## src/rtl/decade_chain_ctrl_if.sv

```systemverilog
// decade_chain_ctrl_if
//   Bundles the front-panel controls, the digit-bank drive lines and the
//   status outputs of the decade chain controller.
//   master : the controller (consumes controls and readback, drives digits/status)
//   slave  : the surrounding logic (drives controls and readback)
//   Signals:
//     start, stop, clear, up_mode : run controls (levels)
//     preset, limit               : BCD start value / up-mode terminal value
//     digit_count                 : live BCD counts read back from the digit bank
//     dig_load, dig_data          : load strobe and load data to all digits
//     dig_on, dig_up              : per-digit count enable, shared direction
//     busy, done, state           : status (done is a one-cycle pulse)
interface decade_chain_ctrl_if #(
   parameter int DIGITS = 4
);
   logic                  start;
   logic                  stop;
   logic                  clear;
   logic                  up_mode;
   logic [4*DIGITS-1:0]   preset;
   logic [4*DIGITS-1:0]   limit;
   logic [4*DIGITS-1:0]   digit_count;
   logic                  dig_load;
   logic [4*DIGITS-1:0]   dig_data;
   logic [DIGITS-1:0]     dig_on;
   logic                  dig_up;
   logic                  busy;
   logic                  done;
   logic [2:0]            state;

   modport master (
      input  start, stop, clear, up_mode, preset, limit, digit_count,
      output dig_load, dig_data, dig_on, dig_up, busy, done, state
   );

   modport slave (
      output start, stop, clear, up_mode, preset, limit, digit_count,
      input  dig_load, dig_data, dig_on, dig_up, busy, done, state
   );
endinterface

```

## src/rtl/decade_chain_ctrl.sv

```systemverilog
// decade_chain_ctrl
//   Sequences a chain of DIGITS cascaded BCD decade counters: presets the
//   chain, generates ripple carry/borrow enables, pauses/resumes, and stops
//   the chain exactly on its target value.
//   Ports:
//     clock : system clock, rising edge
//     reset : asynchronous, active-high
//     bus   : decade_chain_ctrl_if.master (controls, digit drive, status)
//
//   state  | meaning
//   -------+-------------------------------------------------------------
//   IDLE   | waiting for start; nothing driven
//   LOAD   | one cycle: load clamped preset into all digits
//   WAIT   | one cycle: let loaded counts appear on the readback
//   RUN    | counting; digit 0 always enabled, higher digits on carry/borrow
//   PAUSE  | counts held until start (without stop)
//   DONE   | one-cycle done pulse, chain held at target
//   CLEAR  | one cycle: load zero into all digits, no done pulse
module decade_chain_ctrl #(
   parameter int DIGITS = 4
) (
   input  logic               clock,
   input  logic               reset,
   decade_chain_ctrl_if.master bus
);

   localparam int W = 4 * DIGITS;

   typedef enum logic [2:0] {
      ST_IDLE  = 3'd0,
      ST_LOAD  = 3'd1,
      ST_WAIT  = 3'd2,
      ST_RUN   = 3'd3,
      ST_PAUSE = 3'd4,
      ST_DONE  = 3'd5,
      ST_CLEAR = 3'd6
   } state_t;

   // Any nibble above 9 is not a BCD digit; saturate it to 9.
   function automatic logic [W-1:0] clamp_bcd(input logic [W-1:0] v);
      logic [W-1:0] r;
      r = '0;
      for (int i = 0; i < DIGITS; i++) begin
         r[4*i +: 4] = (v[4*i +: 4] > 4'd9) ? 4'd9 : v[4*i +: 4];
      end
      return r;
   endfunction

   state_t         state_q, state_d;
   logic           mode_q;
   logic [W-1:0]   limit_q;
   logic           dig_load_q;
   logic [W-1:0]   dig_data_q;
   logic           dig_up_q;
   logic           busy_q;
   logic           done_q;

   logic [W-1:0]   target;
   logic           terminal;
   logic           run_en;
   logic [DIGITS-1:0] dig_on_d;

   assign target   = mode_q ? limit_q : '0;
   assign terminal = (bus.digit_count == target);

   // Counting is suppressed on the cycle that leaves RUN so the chain never
   // steps past target, into a pause, or while being cleared.
   assign run_en = (state_q == ST_RUN) && !bus.clear && !terminal && !bus.stop;

   // Ripple enable: digit i counts only when every lower digit sits at the
   // wrap value (9 counting up, 0 counting down).
   always_comb begin
      logic ripple;
      dig_on_d = '0;
      ripple   = run_en;
      for (int i = 0; i < DIGITS; i++) begin
         dig_on_d[i] = ripple;
         ripple      = ripple && (bus.digit_count[4*i +: 4] == (mode_q ? 4'd9 : 4'd0));
      end
   end

   always_comb begin
      state_d = state_q;
      if (bus.clear) begin
         state_d = ST_CLEAR;
      end else begin
         unique case (state_q)
            ST_IDLE:  if (bus.start) state_d = ST_LOAD;
            ST_LOAD:  state_d = ST_WAIT;
            ST_WAIT:  state_d = ST_RUN;
            ST_RUN: begin
               if (terminal)      state_d = ST_DONE;
               else if (bus.stop) state_d = ST_PAUSE;
            end
            ST_PAUSE: if (bus.start && !bus.stop) state_d = ST_RUN;
            ST_DONE:  state_d = ST_IDLE;
            ST_CLEAR: state_d = ST_IDLE;
            default:  state_d = ST_IDLE;
         endcase
      end
   end

   always_ff @(posedge clock or posedge reset) begin
      if (reset) begin
         state_q    <= ST_IDLE;
         mode_q     <= 1'b0;
         limit_q    <= '0;
         dig_load_q <= 1'b0;
         dig_data_q <= '0;
         dig_up_q   <= 1'b0;
         busy_q     <= 1'b0;
         done_q     <= 1'b0;
      end else begin
         state_q <= state_d;
         if (state_q == ST_IDLE && state_d == ST_LOAD) begin
            mode_q  <= bus.up_mode;
            limit_q <= clamp_bcd(bus.limit);
         end
         // LOAD is only reachable from IDLE, so the live preset on this edge
         // is the value captured for the run.
         dig_load_q <= (state_d == ST_LOAD) || (state_d == ST_CLEAR);
         dig_data_q <= (state_d == ST_LOAD) ? clamp_bcd(bus.preset) : '0;
         // mode_q is already valid whenever RUN is entered (from WAIT/PAUSE).
         dig_up_q   <= (state_d == ST_RUN) && mode_q;
         busy_q     <= (state_d != ST_IDLE);
         done_q     <= (state_d == ST_DONE);
      end
   end

   assign bus.dig_load = dig_load_q;
   assign bus.dig_data = dig_data_q;
   assign bus.dig_on   = dig_on_d;
   assign bus.dig_up   = dig_up_q;
   assign bus.busy     = busy_q;
   assign bus.done     = done_q;
   assign bus.state    = state_q;

endmodule
```

## src/flat_wrapper.sv

```systemverilog
// flat-port wrapper written by rule: the top's interface ports become plain ports
module decade_chain_ctrl_flat 
#(
   parameter int DIGITS = 4
)
  (clock, reset, bus_start, bus_stop, bus_clear, bus_up_mode, bus_preset, bus_limit, bus_digit_count, bus_dig_load, bus_dig_data, bus_dig_on, bus_dig_up, bus_busy, bus_done, bus_state);
  decade_chain_ctrl_if #(.DIGITS(DIGITS)) bus_i ();
  input  logic clock;
  input  logic reset;
  input wire logic [$bits(bus_i.start)-1:0] bus_start;
  input wire logic [$bits(bus_i.stop)-1:0] bus_stop;
  input wire logic [$bits(bus_i.clear)-1:0] bus_clear;
  input wire logic [$bits(bus_i.up_mode)-1:0] bus_up_mode;
  input wire logic [$bits(bus_i.preset)-1:0] bus_preset;
  input wire logic [$bits(bus_i.limit)-1:0] bus_limit;
  input wire logic [$bits(bus_i.digit_count)-1:0] bus_digit_count;
  output wire logic [$bits(bus_i.dig_load)-1:0] bus_dig_load;
  output wire logic [$bits(bus_i.dig_data)-1:0] bus_dig_data;
  output wire logic [$bits(bus_i.dig_on)-1:0] bus_dig_on;
  output wire logic [$bits(bus_i.dig_up)-1:0] bus_dig_up;
  output wire logic [$bits(bus_i.busy)-1:0] bus_busy;
  output wire logic [$bits(bus_i.done)-1:0] bus_done;
  output wire logic [$bits(bus_i.state)-1:0] bus_state;
  assign bus_i.start = bus_start;
  assign bus_i.stop = bus_stop;
  assign bus_i.clear = bus_clear;
  assign bus_i.up_mode = bus_up_mode;
  assign bus_i.preset = bus_preset;
  assign bus_i.limit = bus_limit;
  assign bus_i.digit_count = bus_digit_count;
  assign bus_dig_load = bus_i.dig_load;
  assign bus_dig_data = bus_i.dig_data;
  assign bus_dig_on = bus_i.dig_on;
  assign bus_dig_up = bus_i.dig_up;
  assign bus_busy = bus_i.busy;
  assign bus_done = bus_i.done;
  assign bus_state = bus_i.state;
  decade_chain_ctrl #(.DIGITS(DIGITS)) u_core (.clock(clock), .reset(reset), .bus(bus_i));
endmodule
```

## config.mk

```make
export PLATFORM = sky130hd
export DESIGN_NAME = decade_chain_ctrl_flat
export DESIGN_NICKNAME = d
export VERILOG_FILES = /design/src/rtl/decade_chain_ctrl_if.sv /design/src/rtl/decade_chain_ctrl.sv /design/src/flat_wrapper.sv
export SDC_FILE = /design/constraint.sdc
export NUM_CORES = 1
export LEC_CHECK = 0
export BUFFER_PORTS_ARGS = -buffer_cell sky130_fd_sc_hd__clkbuf_2
export CORE_MARGIN = 4
export CORE_UTILIZATION = 49
export CTS_CLUSTER_SIZE = 28
export DETAILED_ROUTE_END_ITERATION = 10
export PLACE_DENSITY = 0.82
export SLEW_MARGIN = 20
export SYNTH_ARGS = -nofsm -noshare
export SYNTH_HDL_FRONTEND = slang
export SYNTH_SLANG_ARGS = --single-unit
```

## constraint.sdc

```tcl
create_clock -name clock -period 3.4 [get_ports clock]
set_clock_uncertainty 0.2 [all_clocks]
set_input_delay 0.68 -clock clock [delete_from_list [all_inputs] [get_ports clock]]
set_output_delay 0.68 -clock clock [all_outputs]
set_load 0.01 [all_outputs]
```

### Word-level counts from Yosys, hierarchy flattened

Cells that the tools add are included.

| operators by class | value |
|---|---|
| mux-type cells | 17 |
| eq/ne operators | 12 |
| reductions and logical operators | 15 |
| magnitude comparators | 8 |

Operators by type and width:

| kind | count |
|---|---|
| 4-bit 2-to-1 mux | 9 |
| 4-bit greater-than comparator (second input constant) | 8 |
| 16-bit 2-to-1 mux | 2 |
| 16-bit == test | 1 |
| 3-bit 2-to-1 mux | 5 |
| 3-bit case mux with 5 select lines | 1 |
| 4-bit == test | 3 |
| 3-bit by 2-bit == test with 1-bit output (second input constant) | 3 |
| 3-bit == test (second input constant) | 3 |
| 1-bit logical AND | 9 |
| 3-bit by 1-bit == test with 1-bit output (second input constant) | 2 |
| 1-bit logical NOT | 3 |
| 3-bit logical NOT | 1 |
| 3-bit nonzero test | 1 |
| 1-bit logical OR | 1 |

| storage, ports and cells | value |
|---|---|
| input port bits | 54 |
| bits in registers | 40 |
| logic and storage cells | 60 |

### Logic depth before layout (Yosys ltp)

Gate-level depths: netlist of the first run.

| logic depth | value |
|---|---|
| depth after elaboration | 8 |
| mapped depth | 11 |
| depth with buffers taken out | 7 |

### Worst setup path after synthesis of the first run

OpenSTA, ideal clock, no wires.

| timing | value |
|---|---|
| path type | input-to-output |
| start point | in bus_digit_count[6] |
| end point | out bus_dig_on[3] |
| slack | -0.300 ns |
| arrival time | 2.820 ns |
| required time | 2.520 ns |
| cell stages on the path | 7 |
| path buffers | 0 |
| cell sequence | xnor2_1 > and4_1 > o32ai_1 > nor4_4 > or4_1 > a2111oi_2 > nor4b_1 |

| between the ends | value |
|---|---|
| longest elaborated chain between the ends | 7 |
| elaborated cells on any way between the ends | 8 |

RTL lines:

| what | RTL line | text |
|---|---|---|
| start, declared | flat_wrapper.sv:16 | `input wire logic [$bits(bus_i.digit_count)-1:0] bus_digit_count;` |
| 16-bit == test | decade_chain_ctrl.sv:64 | `assign terminal = (bus.digit_count == target);` |
| 1-bit logical NOT | decade_chain_ctrl.sv:68 | `assign run_en = (state_q == ST_RUN) && !bus.clear && !terminal && !bus.stop;` |
| 1-bit logical AND (2 in series) | decade_chain_ctrl.sv:68 |  |
| 1-bit logical AND | decade_chain_ctrl.sv:78 | `ripple = ripple && (bus.digit_count[4*i +: 4] == (mode_q ? 4'd9 : 4'd0));` |
| 1-bit logical AND (*) | decade_chain_ctrl.sv:78 |  |
| net bus_dig_on[2] | flat_wrapper.sv:19 | `output wire logic [$bits(bus_i.dig_on)-1:0] bus_dig_on;` |
| 1-bit logical AND (*) | decade_chain_ctrl.sv:78 |  |
| end, declared | flat_wrapper.sv:19 |  |

The timed path passes the listed nets; every way through them passes the cells marked *.

### Worst setup path after layout of the first run

| timing | value |
|---|---|
| start point | in bus_digit_count[6] |
| end point | out bus_dig_on[3] |

| between the ends | value |
|---|---|
| longest elaborated chain between the ends | 7 |
| elaborated cells on any way between the ends | 8 |

RTL lines:

| what | RTL line |
|---|---|
| 16-bit == test | decade_chain_ctrl.sv:64 |
| 1-bit logical NOT | decade_chain_ctrl.sv:68 |
| 1-bit logical AND (2 in series) | decade_chain_ctrl.sv:68 |
| 1-bit logical AND | decade_chain_ctrl.sv:78 |
| 1-bit logical AND (*) (2 in series) | decade_chain_ctrl.sv:78 |

Mark *: on every way between the ends. The rest lies on a longest branch, timed or not.

==> flow_summary_export.csv, run 1 <==
group,metric,value,unit
synthesis,synth-edff-count,0,
placement,dpl.hpwl,3820,um
sta,setup_ws,-0.105,ns
synthesis,seq_area_frac_synth,45.7,%
grt,antenna_found_initial,0,
placement,placed_cell_area,2770,um^2
clock_tree,cts_max_level,2,
final_layout,design_area,2920,um^2
worst_setup_path,critPathLaunchType,"input port",
worst_setup_path,critPathKind,"input port to primary output",
placement,place.gp.congestion,0.875,
placement,port_buffers,80,
grt,grt_pass1_vias,1782,
worst_setup_path,cp_max_fo,3,
synthesis,syn_nets,255,
sta,period_needed,3.51,ns
final_layout,fillers,367,
sta,max_freq,0.285,GHz
drt,ant_nets,0,
final_layout,fin_nets,356,
synthesis,syn_area,2190,um^2
drt,via_count,1897,
floorplanning,dieArea,5600,um^2
clock_tree,insertion_delay,0.29,ns
floorplanning,start_util,50.3,%
final_layout,multiInputGateArea,1160,um^2
floorplanning,die_w,74.9,um
outcome,outcome,"complete, but fails checks",
sta,rsz0062_at_grt,"yes",
worst_setup_path,crit_path_end_kind,"primary output",
drt,wl,5160,um
sta,period_share,103,%
clock_tree,cts_sinks,40,
clock_tree,clock-root-buffer,"clkbuf_8",
synthesis,synthFlopType,"dfrtp_1",
sta,worstMarginPinSlew,0.504,ns
flow_run,max-cap-violations,0,
final_layout,layout_commonest_cell,"clkbuf_2",
clock_tree,cts_hold_buf,0,
power_and_ir_drop,leakage,1.46,nW
worst_setup_path,cp_slowest_cell,"or4_4",
synthesis,ys_async_sr_fraction,100,%
synthesis,ys_seq_elements,40,
clock_tree,cts_tree,"yes",
grt,overflow,0,
drt,route.detailed.drc,0,
final_layout,area_delta_synth_final,33.4,%
sta,relSlewSlack,66.4,%
worst_setup_path,crit_chain,"clkbuf_2 -> xnor2_1 -> and4_1 -> o32ai_2 -> nor4_4 -> or4_4 -> a2111oi_4 -> nor4b_4 -> buf_2",
drt,drtIter0Drc,108,
synthesis,yosysWarnings,0,
synthesis,syn_avg_cell_area,10.9,um^2
power_and_ir_drop,power.density,551,nW/um^2
floorplanning,core_area,4350,um^2
sta,finalSetupViolations,2,
final_layout,antenna_cells,0,
grt,grt_usage,18.8,%
clock_tree,clock_path_buffers,2,
worst_setup_path,critPathRequiredTime,2.52,ns
floorplanning,io_pins,81,
clock_tree,clk_pin_slew,0.08,ns
sta,slew_viol_final,0,
floorplanning,die_h,74.9,um
final_layout,ff_latch_area,1000,um^2
synthesis,syn_inst,201,
drt,avgViaCountPerCell,5.36,
sta,hold_viol,0,
synthesis,synth_cell_types,45,
placement,place_ws,-0.181,ns
drt,firstDrtPassIters,4,
worst_setup_path,max_stage_delay,0.55,ns
min_path,hold_path_class,"input port to asynchronous set/reset pin",
outcome,failed_checks,"negative setup slack",
grt,grt_max_degree,41,
worst_setup_path,crit_arrival,2.63,ns
grt,grt_pass1_wl,8050,um
drt,drt-wirelength-per-cell,14.6,um
floorplanning,rows,24,
power_and_ir_drop,irDropWorstVdd,0.311,mV
final_layout,layout_common_cells,"clkbuf_2, dfrtp_1, buf_4",
clock_tree,cts_buffers,5,
worst_setup_path,worstRegToRegCells,11,
final_layout,drive_above_1_share,45.0,%
[where the power goes]
| part | switching (mW) | internal (mW) |
|---|---|---|
| clock network | 0.159 | 0.139 |
| registers | 0.136 | 0.590 |
| logic | 0.226 | 0.361 |
| total | 0.521 | 1.09 |
[per-layer routing]
metal / GRT usage [%] / wire [um] / up-vias / share of wire, %
met5: 0 / 0 / - / 0
met2: 32.7 / 2710 / 46 / 52
met3: 3.74 / 244 / 7 / 4.7
li1: - / - / 941 / -
met4: 5.34 / 76 / 0 / 1.5
met1: 23.5 / 2130 / 903 / 41
[repair_timing]
item                                    CTS  global route
hold endpoints to repair                  0             0
buffers inserted                          5             2
pin swaps                                 3             2
gates resized for setup                   6             5
endpoints found under the setup margin    3             2
[sequential cells by signal (all words and copies together), names as in the netlist]
register	flops
u_core.bus.dig_load	1
u_core.limit_q	16
u_core.bus.done	1
u_core.bus.state	3
u_core.bus.dig_data	16
u_core.bus.busy	1
u_core.mode_q	1
u_core.bus.dig_up	1
[layout make-up]
| type | count | area share (%) |
|---|---|---|
| Clock buffer | 5 | 2.35 |
| Clock inverter | 2 | 0.428 |
| Inverter | 4 | 0.514 |
| Multi-Input combinational cell | 149 | 39.8 |
| Sequential cell | 40 | 34.3 |
| Tap cell | 52 | 2.23 |
| Timing Repair Buffer | 102 | 20.4 |
[cells in the mapped netlist (5+ instances only)]
cell type	count	area, um^2
o21a_1	12	90.1
nor2b_1	9	56.3
dfrtp_1	40	1000
mux2_4	13	195
nor3_1	8	40.0
nand2_1	8	30.0
and2_1	5	31.3
nor2_1	12	45.0
nand3_1	5	25.0
and3b_1	8	70.1
o21ai_0	12	60.1
nand4b_1	6	52.6
[path summary, 6_finish.rpt]
check / start / end / slack (ns)
setup / recovery: bus_digit_count[6] / bus_dig_on[3] / -0.11
min in group clock: u_core.limit_q[14] / u_core.limit_q[14] / 0.37
hold / removal: reset / u_core.bus.dig_data[6] / 0.28
max in group asynchronous: reset / u_core.mode_q / 2.34
setup reg to reg: u_core.mode_q / u_core.limit_q[4] / 0.29
hold reg to reg: u_core.limit_q[14] / u_core.limit_q[14] / 0.37
[metrics by stage]
stage	util (%)	total power [mW]	TNS (ns)	hold WS [ns]	std cells
floorplan	-	1.06	0	0.311	201
global placement	63.5	1.21	-0.183	0.339	341
detailed placement	63.5	1.24	-0.233	0.355	341
CTS	66.5	1.59	-0.125	0.296	352
global route	67.1	1.71	-0.478	0.329	354
finish	67.1	1.61	-0.115	0.280	354
[cell families after synthesis]
logic type | Yosys count | share of synthesized area [%]
XOR/XNOR | 8 | 3.20
buffers and inverters | 12 | 3.31
flip-flops | 40 | 45.7
multiplexers | 17 | 11.0
AO/OA/AOI/OAI | 43 | 13.8
AND/OR/NAND/NOR | 81 | 23.0
[critical path, delay by kind of cell]
family                    cells  cell delay (ns)
AOI/OAI and AO/OA             2             0.48
and+or+nand+nor               4             1.08
buffers and inverters         2             0.27
xor gates and xnor gates      1             0.11
(Power assumes the default switching activity.)
==> run 2, diff against run 1 <==
--- a/config.mk
+++ b/config.mk
@@ -6,11 +6,14 @@
 export NUM_CORES = 1
 export LEC_CHECK = 0
 export BUFFER_PORTS_ARGS = -buffer_cell sky130_fd_sc_hd__clkbuf_2
+export CELL_PAD_IN_SITES_DETAIL_PLACEMENT = 0
+export CELL_PAD_IN_SITES_GLOBAL_PLACEMENT = 1
 export CORE_MARGIN = 4
-export CORE_UTILIZATION = 49
+export CORE_UTILIZATION = 37
 export CTS_CLUSTER_SIZE = 28
 export DETAILED_ROUTE_END_ITERATION = 10
 export PLACE_DENSITY = 0.82
+export REMOVE_ABC_BUFFERS = 1
 export SLEW_MARGIN = 20
 export SYNTH_ARGS = -nofsm -noshare
 export SYNTH_HDL_FRONTEND = slang
==> run 2 against run 1 <==
The flow still finishes with violations (negative setup slack). Critical path depth unchanged. Register-to-register slack worse by 0.05 ns. Maximum frequency fell by 1.5%. Power rose by 3.8%. Worst setup slack worse by 0.052 ns. Wire length up 2.0%. Flip-flop and latch count stayed put. Via count increased by 0.90%. Global-route usage down 3.7 points. Cell count up 5.9%. Die area up 29%. Highest routed layer unchanged.
==> flow_summary_export.csv, run 2 (same netlist as run 1, synthesis figures left out) <==
group,metric,value,unit
worst_setup_path,worstRegToRegCells,11,
floorplanning,start_util,39.1,%
sta,relSlewSlack,56.4,%
worst_setup_path,reg2reg_to,"u_core.limit_q[12]",
worst_setup_path,cp_max_fo,5,
sta,slew_viol_final,0,
drt,drtIter0Drc,76,
flow_run,max-cap-violations,0,
clock_tree,insertion_delay,0.29,ns
sta,hold_viol,0,
clock_tree,cts_sinks,40,
final_layout,fin_nets,356,
final_layout,drive_above_1_share,44.6,%
grt,grt_pass1_wl,8830,um
final_layout,area_delta_synth_final,36.4,%
sta,setup_ws,-0.157,ns
grt,grt_pass1_vias,1985,
worst_setup_path,critPathRequiredTime,2.52,ns
floorplanning,dieArea,7220,um^2
drt,ant_nets,0,
grt,grt_usage,15.1,%
final_layout,multiInputGateArea,1160,um^2
outcome,failed_checks,"negative setup slack",
sta,max_freq,0.281,GHz
drt,drt-wirelength-per-cell,14.0,um
final_layout,ff_latch_area,1000,um^2
drt,via_count,1914,
outcome,outcome,"complete, but fails checks",
clock_tree,cts_buffers,5,
final_layout,layout_commonest_cell,"clkbuf_2",
worst_setup_path,reg2reg_from,"u_core.mode_q",
clock_tree,clk_pin_slew,0.08,ns
floorplanning,rows,27,
grt,grt_max_degree,28,
clock_tree,clock-root-buffer,"clkbuf_8",
placement,placedCellCount,365,
grt,overflow,0,
worst_setup_path,critPathLaunchType,"flop",
placement,place.gp.congestion,0.763,
drt,wl,5260,um
grt,antenna_found_initial,0,
drt,firstDrtPassIters,4,
floorplanning,die_w,85.0,um
sta,worstMarginPinSlew,0.650,ns
placement,placed_cell_area,2790,um^2
floorplanning,die_h,85.0,um
sta,rsz0062_at_grt,"yes",
floorplanning,core_area,5610,um^2
placement,port_buffers,80,
power_and_ir_drop,power.density,560,nW/um^2
final_layout,layout.cells.non_filler,375,
final_layout,design_area,2990,um^2
worst_setup_path,reg2reg_slack,0.24,ns
final_layout,antenna_cells,0,
final_layout,fillers,551,
sta,finalSetupViolations,2,
clock_tree,cts_hold_buf,0,
drt,avgViaCountPerCell,5.10,
clock_tree,clock_path_buffers,2,
placement,dpl.hpwl,4130,um
min_path,hold_path_class,"input port to asynchronous set/reset pin",
clock_tree,cts_tree,"yes",
worst_setup_path,crit_arrival,2.68,ns
sta,period_needed,3.56,ns
drt,route.detailed.drc,0,
sta,period_share,105,%
worst_setup_path,critPathKind,"flop to primary output",
power_and_ir_drop,irDropWorstVdd,0.237,mV
worst_setup_path,crit_path_end_kind,"primary output",
placement,place_ws,-0.431,ns
power_and_ir_drop,leakage,1.48,nW
floorplanning,io_pins,81,
final_layout,layout_common_cells,"clkbuf_2, dfrtp_1, buf_4",
clock_tree,cts_max_level,2,
==> run 2: power by group <==
| part | leakage [nW] | switching (mW) | internal (mW) |
|---|---|---|---|
| Combinational | 0.897 | 0.211 | 0.323 |
| Clock | 0.0645 | 0.164 | 0.259 |
| Sequential | 0.519 | 0.126 | 0.590 |
| Total | 1.48 | 0.501 | 1.17 |
==> run 2: final cells by class <==
cell class	count	share of cell area (%)
Clock buffer	7	3.22
Timing Repair Buffer	102	20.0
Sequential cell	40	33.5
Inverter	4	0.503
Tap cell	72	3.02
Clock inverter	1	1.01
Multi-Input combinational cell	149	38.7
==> run 2: metrics by stage <==
stage               TNS [ns]  power (mW)  hold WS (ns)  utilization, %
floorplan              -2.69        1.04         0.311               -
global placement      -0.477        1.22         0.344            49.7
detailed placement    -0.581        1.24         0.333            49.7
CTS                   -0.332        1.69         0.184            53.1
global route          -0.579        1.77         0.212            53.3
finish                -0.264        1.67         0.171            53.3
==> run 2: worst max path at each step <==
stage,slack (ns),start,to
floorplan,-0.33,u_core.mode_q,bus_dig_on[3]
global placement,-0.37,bus_digit_count[6],bus_dig_on[3]
detailed placement,-0.43,bus_digit_count[6],bus_dig_on[3]
CTS,-0.20,u_core.mode_q,bus_dig_on[3]
global route,-0.30,u_core.mode_q,bus_dig_on[3]
finish,-0.16,u_core.mode_q,bus_dig_on[3]
==> run 2: layer usage <==
| layer | wire (um) | GRT usage [%] | vias up | part of all wire, % |
|---|---|---|---|---|
| li1 | - | - | 940 | - |
| met1 | 2230 | 17.5 | 902 | 42 |
| met2 | 2450 | 25.3 | 70 | 47 |
| met3 | 559 | 6.70 | 2 | 11 |
| met4 | 19 | 3.88 | 0 | 0.36 |
| met5 | 0 | 0 | - | 0 |
==> run 2: worst max-delay path, cell delays in order (launching register included) <==
cell and delay, ns:
dfrtp_2 0.45, buf_6 0.14, and4_1 0.20, o32ai_2 0.19, buf_4 0.15, nor4_4 0.04
or4_4 0.55, a2111oi_4 0.24, nor4b_4 0.26, clkbuf_2 0.17
==> run 2: repair_timing <==
| action | in CTS | in global routing |
|---|---|---|
| pin swaps | 1 | 0 |
| gates resized for setup | 10 | 0 |
| endpoints found under the hold margin | 0 | 0 |
| setup buffers | 1 | 1 |
| setup endpoints to repair | 2 | 4 |
